<file path="src/rtl/id_ex_forward_stage_if.sv">
// Bundle of ID-side, forwarding-source and EX-side signals around the ID/EX register.
// The stage itself uses the slave modport; whoever drives ID and observes EX uses master.
interface id_ex_forward_stage_if #(
    parameter int unsigned DATA_W = 32,
    parameter int unsigned REG_AW = 5
);
    logic              id_valid_i;
    logic [DATA_W-1:0] id_rs_data_i;
    logic [DATA_W-1:0] id_rt_data_i;
    logic [DATA_W-1:0] id_imm_i;
    logic [REG_AW-1:0] id_rs_addr_i;
    logic [REG_AW-1:0] id_rt_addr_i;
    logic [REG_AW-1:0] id_rd_addr_i;
    logic [3:0]        id_alu_ctrl_i;
    logic              id_alusrc_i;
    logic              id_regwrite_i;
    logic              id_memread_i;
    logic              flush_i;
    logic              exmem_regwrite_i;
    logic [REG_AW-1:0] exmem_rd_i;
    logic [DATA_W-1:0] exmem_result_i;
    logic              memwb_regwrite_i;
    logic [REG_AW-1:0] memwb_rd_i;
    logic [DATA_W-1:0] memwb_data_i;
    logic [DATA_W-1:0] src1_o;
    logic [DATA_W-1:0] src2_o;
    logic [3:0]        ctrl_o;
    logic [DATA_W-1:0] ex_store_data_o;
    logic              ex_valid_o;
    logic [REG_AW-1:0] ex_rd_o;
    logic              ex_regwrite_o;
    logic              ex_memread_o;
    logic              load_use_stall_o;

    modport master (
        output id_valid_i, id_rs_data_i, id_rt_data_i, id_imm_i, id_rs_addr_i, id_rt_addr_i,
               id_rd_addr_i, id_alu_ctrl_i, id_alusrc_i, id_regwrite_i, id_memread_i, flush_i,
               exmem_regwrite_i, exmem_rd_i, exmem_result_i,
               memwb_regwrite_i, memwb_rd_i, memwb_data_i,
        input  src1_o, src2_o, ctrl_o, ex_store_data_o, ex_valid_o, ex_rd_o, ex_regwrite_o,
               ex_memread_o, load_use_stall_o
    );

    modport slave (
        input  id_valid_i, id_rs_data_i, id_rt_data_i, id_imm_i, id_rs_addr_i, id_rt_addr_i,
               id_rd_addr_i, id_alu_ctrl_i, id_alusrc_i, id_regwrite_i, id_memread_i, flush_i,
               exmem_regwrite_i, exmem_rd_i, exmem_result_i,
               memwb_regwrite_i, memwb_rd_i, memwb_data_i,
        output src1_o, src2_o, ctrl_o, ex_store_data_o, ex_valid_o, ex_rd_o, ex_regwrite_o,
               ex_memread_o, load_use_stall_o
    );
endinterface

</file>
<file path="src/rtl/id_ex_forward_stage.sv">
// ID/EX pipeline register with EX/MEM and MEM/WB operand forwarding and load-use bubbling.
// Forwarding is resolved on the registered rs/rt indices, so the ALU sees operands directly.
module id_ex_forward_stage #(
    parameter int unsigned DATA_W = 32,
    parameter int unsigned REG_AW = 5
) (
    input logic                  clk_i,
    input logic                  rst_i,
    id_ex_forward_stage_if.slave bus
);
    logic              ex_valid_q;
    logic              regwrite_q;
    logic              memread_q;
    logic              alusrc_q;
    logic [REG_AW-1:0] rd_q;
    logic [REG_AW-1:0] rs_addr_q;
    logic [REG_AW-1:0] rt_addr_q;
    logic [3:0]        ctrl_q;
    logic [DATA_W-1:0] rs_data_q;
    logic [DATA_W-1:0] rt_data_q;
    logic [DATA_W-1:0] imm_q;

    logic              load_use;
    logic              bubble;
    logic [DATA_W-1:0] fwd_rs;
    logic [DATA_W-1:0] fwd_rt;

    // rt only matters for the hazard when it is actually read as an ALU operand
    always_comb begin
        load_use = bus.id_valid_i & ex_valid_q & memread_q & (rd_q != '0) &
                   ((rd_q == bus.id_rs_addr_i) |
                    ((rd_q == bus.id_rt_addr_i) & ~bus.id_alusrc_i));
        bubble   = bus.flush_i | load_use;
    end

    always_ff @(posedge clk_i or negedge rst_i) begin
        if (!rst_i) begin
            ex_valid_q <= 1'b0;
            regwrite_q <= 1'b0;
            memread_q  <= 1'b0;
            alusrc_q   <= 1'b0;
            rd_q       <= '0;
            rs_addr_q  <= '0;
            rt_addr_q  <= '0;
            ctrl_q     <= 4'd0;
            rs_data_q  <= '0;
            rt_data_q  <= '0;
            imm_q      <= '0;
        end else if (bubble) begin
            ex_valid_q <= 1'b0;
            regwrite_q <= 1'b0;
            memread_q  <= 1'b0;
            alusrc_q   <= 1'b0;
            rd_q       <= '0;
            rs_addr_q  <= '0;
            rt_addr_q  <= '0;
            ctrl_q     <= 4'd0;
            rs_data_q  <= '0;
            rt_data_q  <= '0;
            imm_q      <= '0;
        end else begin
            ex_valid_q <= bus.id_valid_i;
            regwrite_q <= bus.id_regwrite_i & bus.id_valid_i;
            memread_q  <= bus.id_memread_i & bus.id_valid_i;
            alusrc_q   <= bus.id_alusrc_i;
            rd_q       <= bus.id_rd_addr_i;
            rs_addr_q  <= bus.id_rs_addr_i;
            rt_addr_q  <= bus.id_rt_addr_i;
            ctrl_q     <= bus.id_alu_ctrl_i;
            rs_data_q  <= bus.id_rs_data_i;
            rt_data_q  <= bus.id_rt_data_i;
            imm_q      <= bus.id_imm_i;
        end
    end

    // Youngest producer wins; r0 is hardwired so it is never forwarded
    always_comb begin
        fwd_rs = rs_data_q;
        if (bus.exmem_regwrite_i && (bus.exmem_rd_i != '0) && (bus.exmem_rd_i == rs_addr_q)) begin
            fwd_rs = bus.exmem_result_i;
        end else if (bus.memwb_regwrite_i && (bus.memwb_rd_i != '0) &&
                     (bus.memwb_rd_i == rs_addr_q)) begin
            fwd_rs = bus.memwb_data_i;
        end

        fwd_rt = rt_data_q;
        if (bus.exmem_regwrite_i && (bus.exmem_rd_i != '0) && (bus.exmem_rd_i == rt_addr_q)) begin
            fwd_rt = bus.exmem_result_i;
        end else if (bus.memwb_regwrite_i && (bus.memwb_rd_i != '0) &&
                     (bus.memwb_rd_i == rt_addr_q)) begin
            fwd_rt = bus.memwb_data_i;
        end
    end

    assign bus.src1_o           = fwd_rs;
    assign bus.src2_o           = alusrc_q ? imm_q : fwd_rt;
    assign bus.ex_store_data_o  = fwd_rt;
    assign bus.ctrl_o           = ctrl_q;
    assign bus.ex_valid_o       = ex_valid_q;
    assign bus.ex_rd_o          = rd_q;
    assign bus.ex_regwrite_o    = regwrite_q & ex_valid_q;
    assign bus.ex_memread_o     = memread_q & ex_valid_q;
    assign bus.load_use_stall_o = load_use;
endmodule

</file>
<file path="src/flat_wrapper.sv">
// flat-port wrapper written by rule: the top's interface ports become plain ports
module id_ex_forward_stage_flat 
#(
    parameter int unsigned DATA_W = 32,
    parameter int unsigned REG_AW = 5
)
  (clk_i, rst_i, bus_id_valid_i, bus_id_rs_data_i, bus_id_rt_data_i, bus_id_imm_i, bus_id_rs_addr_i, bus_id_rt_addr_i, bus_id_rd_addr_i, bus_id_alu_ctrl_i, bus_id_alusrc_i, bus_id_regwrite_i, bus_id_memread_i, bus_flush_i, bus_exmem_regwrite_i, bus_exmem_rd_i, bus_exmem_result_i, bus_memwb_regwrite_i, bus_memwb_rd_i, bus_memwb_data_i, bus_src1_o, bus_src2_o, bus_ctrl_o, bus_ex_store_data_o, bus_ex_valid_o, bus_ex_rd_o, bus_ex_regwrite_o, bus_ex_memread_o, bus_load_use_stall_o);
  id_ex_forward_stage_if #(.DATA_W(DATA_W), .REG_AW(REG_AW)) bus_i ();
  input logic clk_i;
  input logic rst_i;
  input wire logic [$bits(bus_i.id_valid_i)-1:0] bus_id_valid_i;
  input wire logic [$bits(bus_i.id_rs_data_i)-1:0] bus_id_rs_data_i;
  input wire logic [$bits(bus_i.id_rt_data_i)-1:0] bus_id_rt_data_i;
  input wire logic [$bits(bus_i.id_imm_i)-1:0] bus_id_imm_i;
  input wire logic [$bits(bus_i.id_rs_addr_i)-1:0] bus_id_rs_addr_i;
  input wire logic [$bits(bus_i.id_rt_addr_i)-1:0] bus_id_rt_addr_i;
  input wire logic [$bits(bus_i.id_rd_addr_i)-1:0] bus_id_rd_addr_i;
  input wire logic [$bits(bus_i.id_alu_ctrl_i)-1:0] bus_id_alu_ctrl_i;
  input wire logic [$bits(bus_i.id_alusrc_i)-1:0] bus_id_alusrc_i;
  input wire logic [$bits(bus_i.id_regwrite_i)-1:0] bus_id_regwrite_i;
  input wire logic [$bits(bus_i.id_memread_i)-1:0] bus_id_memread_i;
  input wire logic [$bits(bus_i.flush_i)-1:0] bus_flush_i;
  input wire logic [$bits(bus_i.exmem_regwrite_i)-1:0] bus_exmem_regwrite_i;
  input wire logic [$bits(bus_i.exmem_rd_i)-1:0] bus_exmem_rd_i;
  input wire logic [$bits(bus_i.exmem_result_i)-1:0] bus_exmem_result_i;
  input wire logic [$bits(bus_i.memwb_regwrite_i)-1:0] bus_memwb_regwrite_i;
  input wire logic [$bits(bus_i.memwb_rd_i)-1:0] bus_memwb_rd_i;
  input wire logic [$bits(bus_i.memwb_data_i)-1:0] bus_memwb_data_i;
  output wire logic [$bits(bus_i.src1_o)-1:0] bus_src1_o;
  output wire logic [$bits(bus_i.src2_o)-1:0] bus_src2_o;
  output wire logic [$bits(bus_i.ctrl_o)-1:0] bus_ctrl_o;
  output wire logic [$bits(bus_i.ex_store_data_o)-1:0] bus_ex_store_data_o;
  output wire logic [$bits(bus_i.ex_valid_o)-1:0] bus_ex_valid_o;
  output wire logic [$bits(bus_i.ex_rd_o)-1:0] bus_ex_rd_o;
  output wire logic [$bits(bus_i.ex_regwrite_o)-1:0] bus_ex_regwrite_o;
  output wire logic [$bits(bus_i.ex_memread_o)-1:0] bus_ex_memread_o;
  output wire logic [$bits(bus_i.load_use_stall_o)-1:0] bus_load_use_stall_o;
  assign bus_i.id_valid_i = bus_id_valid_i;
  assign bus_i.id_rs_data_i = bus_id_rs_data_i;
  assign bus_i.id_rt_data_i = bus_id_rt_data_i;
  assign bus_i.id_imm_i = bus_id_imm_i;
  assign bus_i.id_rs_addr_i = bus_id_rs_addr_i;
  assign bus_i.id_rt_addr_i = bus_id_rt_addr_i;
  assign bus_i.id_rd_addr_i = bus_id_rd_addr_i;
  assign bus_i.id_alu_ctrl_i = bus_id_alu_ctrl_i;
  assign bus_i.id_alusrc_i = bus_id_alusrc_i;
  assign bus_i.id_regwrite_i = bus_id_regwrite_i;
  assign bus_i.id_memread_i = bus_id_memread_i;
  assign bus_i.flush_i = bus_flush_i;
  assign bus_i.exmem_regwrite_i = bus_exmem_regwrite_i;
  assign bus_i.exmem_rd_i = bus_exmem_rd_i;
  assign bus_i.exmem_result_i = bus_exmem_result_i;
  assign bus_i.memwb_regwrite_i = bus_memwb_regwrite_i;
  assign bus_i.memwb_rd_i = bus_memwb_rd_i;
  assign bus_i.memwb_data_i = bus_memwb_data_i;
  assign bus_src1_o = bus_i.src1_o;
  assign bus_src2_o = bus_i.src2_o;
  assign bus_ctrl_o = bus_i.ctrl_o;
  assign bus_ex_store_data_o = bus_i.ex_store_data_o;
  assign bus_ex_valid_o = bus_i.ex_valid_o;
  assign bus_ex_rd_o = bus_i.ex_rd_o;
  assign bus_ex_regwrite_o = bus_i.ex_regwrite_o;
  assign bus_ex_memread_o = bus_i.ex_memread_o;
  assign bus_load_use_stall_o = bus_i.load_use_stall_o;
  id_ex_forward_stage #(.DATA_W(DATA_W), .REG_AW(REG_AW)) u_core (.clk_i(clk_i), .rst_i(rst_i), .bus(bus_i));
endmodule
</file>
<file path="config.mk">
export PLATFORM = sky130hd
export DESIGN_NAME = id_ex_forward_stage_flat
export DESIGN_NICKNAME = d
export VERILOG_FILES = /design/src/rtl/id_ex_forward_stage_if.sv /design/src/rtl/id_ex_forward_stage.sv /design/src/flat_wrapper.sv
export SDC_FILE = /design/constraint.sdc
export NUM_CORES = 1
export LEC_CHECK = 0
export BUFFER_PORTS_ARGS = -buffer_cell sky130_fd_sc_hd__buf_2
export CORE_MARGIN = 5
export CORE_UTILIZATION = 51
export DETAILED_ROUTE_END_ITERATION = 10
export GPL_TIMING_DRIVEN = 1
export PLACE_DENSITY = 0.95
export SLEW_MARGIN = 15
export SYNTH_ARGS = -nofsm -noshare
export SYNTH_HDL_FRONTEND = slang
export SYNTH_SLANG_ARGS = --single-unit
</file>
<file path="constraint.sdc">
create_clock -name clk_i -period 4.4 [get_ports clk_i]
set_clock_uncertainty 0.15 [all_clocks]
set_input_delay 0.88 -clock clk_i [delete_from_list [all_inputs] [get_ports clk_i]]
set_output_delay 0.88 -clock clk_i [all_outputs]
set_load 0.02 [all_outputs]
</file>
Word-level counts from Yosys, hierarchy flattened. Cells that the tools add are included.

Eq/ne operators: 6. Reduce and logical (&&, ||, !) cells: 9. Multiplexer cells: 16. Bitwise logic cells: 12.

Operators by type and width (count): 32-bit 2-to-1 mux (8); 5-bit equality test (6); 5-bit 2-to-1 mux (3); 5-bit nonzero test (3); 1-bit bitwise AND (9); 1-bit logical AND (6); 1-bit 2-to-1 mux (4); 4-bit 2-to-1 mux (1); 1-bit bitwise OR (2); 1-bit NOT (1).

Output and inout bits: 109. Flip-flop bits (word level): 119. Input bits: 198. Word-level logic and storage cells: 54.

Depth between registers and ports, before layout. Gate-level depths: netlist of the first run.

Depth after elaboration: 6. Mapped depth: 7.

Least setup slack after synthesis of the first run. No wires, ideal clock.

Path kind: input to output. Start point: in bus_memwb_rd_i[0]. End point: out bus_src2_o[31]. Cell stages on the path: 6. Arrival time: 2.668 ns. Slack: 0.702 ns. Path buffers: 1. Cells stage by stage: or4_1 o211ai_2 buf_4 o21ai_1 a31oi_1 mux2_2.

Longest elaborated chain between the ends: 6. Elaborated cells between the ends (all ways): 7. Classes of those cells: 1 x eq/ne; 3 x mux; 3 x reduce/logical.

RTL lines: start, declared (RTL line flat_wrapper.sv:27) `input wire logic [$bits(bus_i.memwb_rd_i)-1:0] bus_memwb_rd_i;`; 5-bit nonzero test (RTL line id_ex_forward_stage.sv:89) `end else if (bus.memwb_regwrite_i && (bus.memwb_rd_i != '0) &&`; 1-bit logical AND (RTL line id_ex_forward_stage.sv:89); 1-bit logical AND (*) (RTL line id_ex_forward_stage.sv:89); 32-bit 2-to-1 mux (*) (RTL line id_ex_forward_stage.sv:89); 32-bit 2-to-1 mux (*) (RTL line id_ex_forward_stage.sv:87) `if (bus.exmem_regwrite_i && (bus.exmem_rd_i != '0) && (bus.exmem_rd_i == rt_addr_q)) begin`; via bus_ex_store_data_o[31] (RTL line flat_wrapper.sv:32) `output wire logic [$bits(bus_i.ex_store_data_o)-1:0] bus_ex_store_data_o;`; 32-bit 2-to-1 mux (*) (RTL line id_ex_forward_stage.sv:96) `assign bus.src2_o = alusrc_q ? imm_q : fwd_rt;`; end, declared (RTL line flat_wrapper.sv:30) `output wire logic [$bits(bus_i.src2_o)-1:0] bus_src2_o;`.

Mark *: on every way through the listed nets, which the timed path passes. The rest lies on a longest branch.

Final worst setup path of the first run.
Start point: in bus_memwb_rd_i[0]. End point: out bus_src2_o[6].

Longest elaborated chain between the ends: 6. Elaborated cells between the ends (all ways): 7. Classes of those cells: 1 x eq/ne; 3 x mux; 3 x reduce/logical.

RTL lines (RTL line): 5-bit nonzero test (id_ex_forward_stage.sv:89); 1-bit logical AND (id_ex_forward_stage.sv:89); 1-bit logical AND (*) (id_ex_forward_stage.sv:89); 32-bit 2-to-1 mux (*) (id_ex_forward_stage.sv:89); 32-bit 2-to-1 mux (*) (id_ex_forward_stage.sv:87); 32-bit 2-to-1 mux (*) (id_ex_forward_stage.sv:96).

Every way passes the cells marked *; elsewhere a longest branch is shown, timed or not.

==> results of run 1 <==
[routing by layer]
layer  track usage  up-vias  routed length, um
met3        0.0881       60               2020
met2         0.494      296              11000
met1         0.297     2795               7450
li1              -     2732                  -
met4         0.131        0                758
met5             0        -                  0
[worst reg2reg max path, stage by stage, from the launching register on]
cell and delay, ps:
dfrtp_1 430, or4_1 530, o211a_1 260, a21oi_4 570, buf_4 460, and2_1 210
[cells in the final DEF (no fill, tap or decap), types with 16 or more instances in the layout]
cell,netlist,final
buf_2,11,305
and2_1,119,119
dfrtp_1,119,118
nor2_1,41,41
mux2i_1,32,32
a21oi_1,32,32
o21ai_1,29,29
inv_1,29,29
or3_1,29,29
nor3_1,29,29
mux2_2,29,29
xnor2_1,25,25
a31oi_4,20,20
clkbuf_16,0,17
buf_4,5,16
[where the power goes]
group / total (mW) / switching (mW) / leakage [nW] / internal [mW]
combinational: 0.582 / 0.337 / 2.49 / 0.244
sequential: 1.18 / 0.0310 / 1.53 / 1.15
clock: 1.43 / 0.473 / 0.296 / 0.953
total: 3.19 / 0.842 / 4.32 / 2.35
[cells by family (layout without fill, tap and decap cells)]
group	after synthesis	after routing	synth area share
buffers and inverters	77	383	0.0572
AO/OA/AOI/OAI	102	102	0.143
multiplexers	61	61	0.0982
XOR/XNOR	30	30	0.0399
flip-flops	119	119	0.452
AND/OR/NAND/NOR	241	241	0.209
[registers in the layout, indices dropped and copies added (netlist names)]
name and cells:
u_core.bus.ex_valid_o 1, u_core.memread_q 1, u_core.bus.ctrl_o 4, u_core.rt_addr_q 5, u_core.rs_addr_q 5, u_core.alusrc_q 1, u_core.regwrite_q 1, u_core.rt_data_q 32
u_core.rs_data_q 32, u_core.imm_q 32, u_core.bus.ex_rd_o 5
[per-stage QoR]
stage / setup WS, ps / hold slack [ps] / instance area (um^2) / util / std cells
after floorplan: 702 / 434 / 6590 / - / 630
after global placement: 507 / 784 / 8260 / 0.654 / 1077
after CTS: 439 / 419 / 8860 / 0.702 / 1108
after detailed placement: 469 / 825 / 8260 / 0.654 / 1077
final: 446 / 401 / 8860 / 0.702 / 1108
after global routing: 352 / 467 / 8860 / 0.702 / 1108
[cell type report]
cell class | instances | area, um^2 | share of cell area
Clock buffer | 21 | 450 | 0.0508
Clock inverter | 10 | 153 | 0.0172
Inverter | 29 | 109 | 0.0123
Multi-Input combinational cell | 434 | 3270 | 0.369
Sequential cell | 119 | 2980 | 0.336
Tap cell | 172 | 215 | 0.0243
Timing Repair Buffer | 323 | 1690 | 0.190
[worst max path at each step]
stage                           endpoint  slack (ps)               from  depth (start not counted)
after global routing      bus_src2_o[31]         350  bus_memwb_rd_i[0]                          8
final                      bus_src2_o[6]         450  bus_memwb_rd_i[0]                          8
after global placement     bus_src2_o[0]         510  bus_memwb_rd_i[0]                          8
after CTS                  bus_src2_o[6]         440  bus_memwb_rd_i[0]                          8
after floorplan           bus_src2_o[31]         700  bus_memwb_rd_i[0]                          6
after detailed placement  bus_src2_o[15]         470  bus_memwb_rd_i[0]                          8
==> key figures, run 1 <==
Synthesis
  • Yosys warns: 0
  • Syn_nets: just over 800
  • Fraction of post-synthesis cell area in the top cell type by area: 0.452
  • Avg Cell Area, Syn: 10.5 um^2
  • Top cells by area, synth: dfrtp_1 (45%), and2_1 (11%), a31oi_4 (6.5%)
  • Yosys top cell by area: dfrtp_1
  • Post-Syn Instances: 630
  • Number of enable flip-flop cells after synthesis: 0
  • Mapped cell area: 6590 um^2
  • Unique masters post-synth: 38
  • Seq/Total Area, Yosys: 0.452
  • Synth Register Bits: 119
  • FFs w/ async S/R, synth: 1.00
  • Main flop type after synthesis: dfrtp_1
  • Synth top cells by count: and2_1 (119), dfrtp_1 (119), nor2_1 (41)

Timing
  • Setup-failing EPs final: 0
  • Worst-margin pin slew: 941 ps
  • Final critical-path share of the clock period: 0.899
  • Fmax achieved: between 200 and 300 MHz
  • Final Max Slew Viols: 0
  • Post-route minimum period: roughly 4000 ps
  • Headroom to the max-slew limit: 0.372
  • Final hold vios: 0
  • TNS Setup: 0 ps
  • RSZ-0062 raised after global routing: false

Status
  • Status: finished, final reports clean

Final layout
  • Post-layout net count: about 1100
  • Filler cells: around 940
  • Diodes inserted: 0
  • Syn-to-layout area delta: 34.5%
  • Share of cells above drive strength 1: 0.444

Drt
  • Vias: 5883
  • DRT iter0 DRCs: approximately 390
  • Drc violations: 0
  • WL/cell: approximately 19 um
  • TritonRoute pass-1 iters: 5
  • DRT Wirelength: 21200 um
  • Post-route ant nets: 0
  • Via density: 5.31

Setup path
  • Critical Path End Type: output pin
  • Slowest stage delay, CP: 600 ps
  • Critical Path Start Type: primary input
  • Kind of critical path: in -> out
  • Setup slack of the most critical reg-to-reg path: 1720 ps
  • Critical-path maximum fanout: 30
  • RR Startpoint: u_core.bus.ex_rd_o[3]$_DFF_PN0_
  • CP arrival: 2920 ps
  • Critical path cell sequence: buf_2, or4_1, o211ai_4, buf_4, or3_1, a31oi_4, mux2_2, buf_2
  • Crit path buf inv count: 3
  • FF-to-FF path depth: 5
  • Top cell by count, worst path: buf_2
  • Critical-path top delay cell: or4_1
  • Delay-heaviest family, CP: simple AND/OR/NAND/NOR gates
  • Reg-to-Reg End: u_core.rs_data_q[21]$_DFF_PN0_
  • Critical Path RT: between 3000 and 4000 ps

Die
  • Site Rows: a little over 40
  • Number of I/O pins: 307
  • Die area: 15300 um^2
  • Die span in x: approximately 120 um
  • Initial Util: 0.522
  • Die Y: 124 um
  • Core area: 12600 um^2

Power and ir drop
  • Power Total: 3.19 mW
  • Static Leak: about 4.3 nW
  • Pwr dens: 360 nW/um^2
  • Maximum vdd drop: 0.000321 V

Clock network
  • Maximum root-to-sink buffer count: 2
  • TritonCTS Sinks: 119
  • Post-CTS sizing: 0
  • CTS H-Tree Depth: 4
  • Total CTS buffers: 17
  • CTS root buf: clkbuf_16
  • CTS tree: built
  • Hold-fix buffer count after cts: 0
  • Setup Buffers After CTS: 0
  • Clk slew on worst S/H paths: 50 ps
  • Worst-Skew Late Latency: 410 ps

GRT
  • Vias in the first global route: approximately 6200
  • Grt ovf: 0
  • Pin count of the biggest net entering global routing: 63
  • Global-route wire length before repair: 32000 um
  • GRT Util Overall: 0.277
  • Antenna violations before repair: 0

Min path
  • Worst Hold Class: in -> async

Place
  • HPWL after DPL: between 15000 and 20000 um
  • GPL Wtd Cong: 0.878
  • Number of port buffers: a little over 300

Job
  • Max-cap violation count: 0
(Power assumes the default switching activity.)
==> inputs of run 2 (changes only) <==
--- a/config.mk
+++ b/config.mk
@@ -7,10 +7,10 @@
 export LEC_CHECK = 0
 export BUFFER_PORTS_ARGS = -buffer_cell sky130_fd_sc_hd__buf_2
 export CORE_MARGIN = 5
-export CORE_UTILIZATION = 51
+export CORE_UTILIZATION = 43
 export DETAILED_ROUTE_END_ITERATION = 10
 export GPL_TIMING_DRIVEN = 1
-export PLACE_DENSITY = 0.95
+export PLACE_DENSITY = 0.87
 export SLEW_MARGIN = 15
 export SYNTH_ARGS = -nofsm -noshare
 export SYNTH_HDL_FRONTEND = slang
==> constraint.sdc (replaced) <==
create_clock -name clk_i -period 3.6 [get_ports clk_i]
set_clock_uncertainty 0.15 [all_clocks]
set_input_delay 0.72 -clock clk_i [delete_from_list [all_inputs] [get_ports clk_i]]
set_output_delay 0.72 -clock clk_i [all_outputs]
set_load 0.02 [all_outputs]
==> key figures, run 2 (synthesis results as in run 1) <==
Status
  • Status: finished, final reports clean

Die
  • Number of I/O pins: between 300 and 400
  • Die area: 17900 um^2
  • Die Y: 134 um
  • Die span in x: 134 um
  • Initial Util: 0.437
  • Core area: 15100 um^2
  • Site Rows: 45

Timing
  • Worst-margin pin slew: approximately 1000 ps
  • Post-route minimum period: roughly 3600 ps
  • Final hold vios: 0
  • Final critical-path share of the clock period: 0.988
  • Final Max Slew Viols: 0
  • Setup-failing EPs final: 0
  • Worst hold slack: 134 ps
  • Headroom to the max-slew limit: 0.325
  • Fmax achieved: 281 MHz

Setup path
  • Delay-heaviest family, CP: buffers and inverters
  • CP arrival: 2690 ps
  • Slowest stage delay, CP: 410 ps
  • Critical path origin: bus_memwb_rd_i[2]
  • Critical-path top delay cell: or3_1
  • Critical path cell sequence: buf_2, buf_4, xnor2_1, nand4_1, buf_4, buf_4, or3_1, a31oi_4, mux2_2, buf_2
  • Kind of critical path: in -> out
  • Critical Path Start Type: primary input
  • Top cell by count, worst path: buf_4
  • RR Startpoint: u_core.bus.ex_rd_o[0]$_DFF_PN0_
  • Crit path buf inv count: 5
  • Critical Path End Type: output pin
  • Critical Path RT: ~2700 ps
  • Critical-path maximum fanout: 12

Final layout
  • Share of cells above drive strength 1: 0.458
  • Top flop regs: u_core.imm_q x32, u_core.rs_data_q x32, u_core.rt_data_q x32
  • Post-layout net count: around 1100
  • Diodes inserted: 0
  • Most common cell after layout, fill and taps aside: buf_2
  • Syn-to-layout area delta: 36.7%
  • Most frequent cells in the layout: buf_2 (304), and2_1 (119), dfrtp_1 (118), nor2_1 (41)
  • Final Core Density: 0.597
  • Finished Layout Cells: 1139

Power and ir drop
  • Clock share of power: 0.423
  • Maximum vdd drop: about 0.00028 V
  • Sw Share: 0.275
  • Internal power: 2.73 mW
  • Sequential share of power: 0.383
  • Combinational share of power: 0.194
  • Static Leak: roughly 4.4 nW
  • Power Total: 3.77 mW
  • Sw power: around 1.0 mW
  • Pwr dens: about 420 nW/um^2

Clock network
  • CTS H-Tree Depth: 4
  • TritonCTS Sinks: ~120
  • Clk slew on worst S/H paths: 60 ps
  • Hold-fix buffer count after cts: 0
  • Total CTS buffers: 17
  • Worst-Skew Late Latency: roughly 400 ps
  • CTS root buf: clkbuf_16
  • CTS tree: built
  • Maximum root-to-sink buffer count: 2

Place
  • Number of port buffers: approximately 310
  • GPL Wtd Cong: 0.809
  • HPWL after DPL: 16200 um
  • Post-Place Cells: 1107

GRT
  • Global-route wire length before repair: 33100 um
  • GRT Util Overall: 0.238
  • Vias in the first global route: 6308
  • Antenna violations before repair: 0
  • GRT met2 Usage: 0.421
  • Met1 Resource Use GR: 0.261
  • Routing usage on met3: 0.0761
  • GRT busiest layer: met2
  • Pin count of the biggest net entering global routing: 71
  • Grt ovf: 0

Drt
  • DRT Wirelength: 21500 um
  • DRT iter0 DRCs: 250
  • TritonRoute pass-1 iters: 5
  • Via density: 5.17
  • Post-route ant nets: 0
  • WL/cell: roughly 19 um
  • Vias: 5889
  • Drc violations: 0

Job
  • Max-cap violation count: 0

Min path
  • Worst Hold Class: in -> async
## run 2: changes by cell type in the layout (fill, tap and decap cells not counted), moves of 2 or more
cell        change
clkbuf_8        +3
buf_6           +2
clkinvlp_4      +2
buf_4          +12
buf_12          +2
o31ai_1         -3
o31ai_2         +3
bufinv_16       -3
## run 2: power groups by stage
stage	sequential [mW]	combinational [mW]	clock, mW
6_report	1.44	0.730	1.59
5_1_grt	1.45	0.789	1.71
4_1_cts	1.44	0.732	1.62
3_5_place_dp	1.46	0.727	0
3_3_place_gp	1.46	0.710	0
2_1_floorplan	1.45	0.400	0
## run 2: what timing repair did
item	CTS	global route
gates resized for setup	2	5
setup buffers	0	1
pin swaps	0	1
setup endpoints to repair	12	18
## run 2: worst paths after layout
| check | end | slack [ps] | depth (start not counted) |
|---|---|---|---|
| worst min-delay path | u_core.imm_q[23]$_DFF_PN0_ | 130 | 1 |
| worst min register to register | u_core.memread_q$_DFF_PN0_ | 800 | 3 |
| worst max-delay path | bus_src2_o[5] | 40 | 10 |
| max in group asynchronous | u_core.alusrc_q$_DFF_PN0_ | 2340 | 2 |
| worst max register to register | u_core.imm_q[9]$_DFF_PN0_ | 810 | 5 |
| min in group clk_i | u_core.imm_q[21]$_DFF_PN0_ | 360 | 2 |
## run 2: per-layer routing
layer / vias to the layer above / wire, um
met3: 67 / 1780
met5: - / 0
li1: 2762 / -
met2: 296 / 11000
met1: 2764 / 7960
met4: 0 / 830
## run 2: layout make-up
| class | count | area, um^2 |
|---|---|---|
| clock buffer | 23 | 488 |
| clock inverter | 8 | 72.6 |
| fill | 1257 | 6080 |
| inverter | 29 | 109 |
| multi-input combinational | 434 | 3290 |
| sequential | 119 | 2980 |
| tap | 188 | 235 |
| timing repair buffer | 338 | 1830 |
## run 2: stage by stage
stage	cell area (um^2)	setup TNS (ps)	setup slack (ps)
2_1_floorplan	6590	0	222
3_3_place_gp	8410	0	4.66
3_5_place_dp	8410	-115	-26.6
4_1_cts	8980	0	4.71
5_1_grt	9010	-1.71	-1.71
6_report	9010	0	44.0
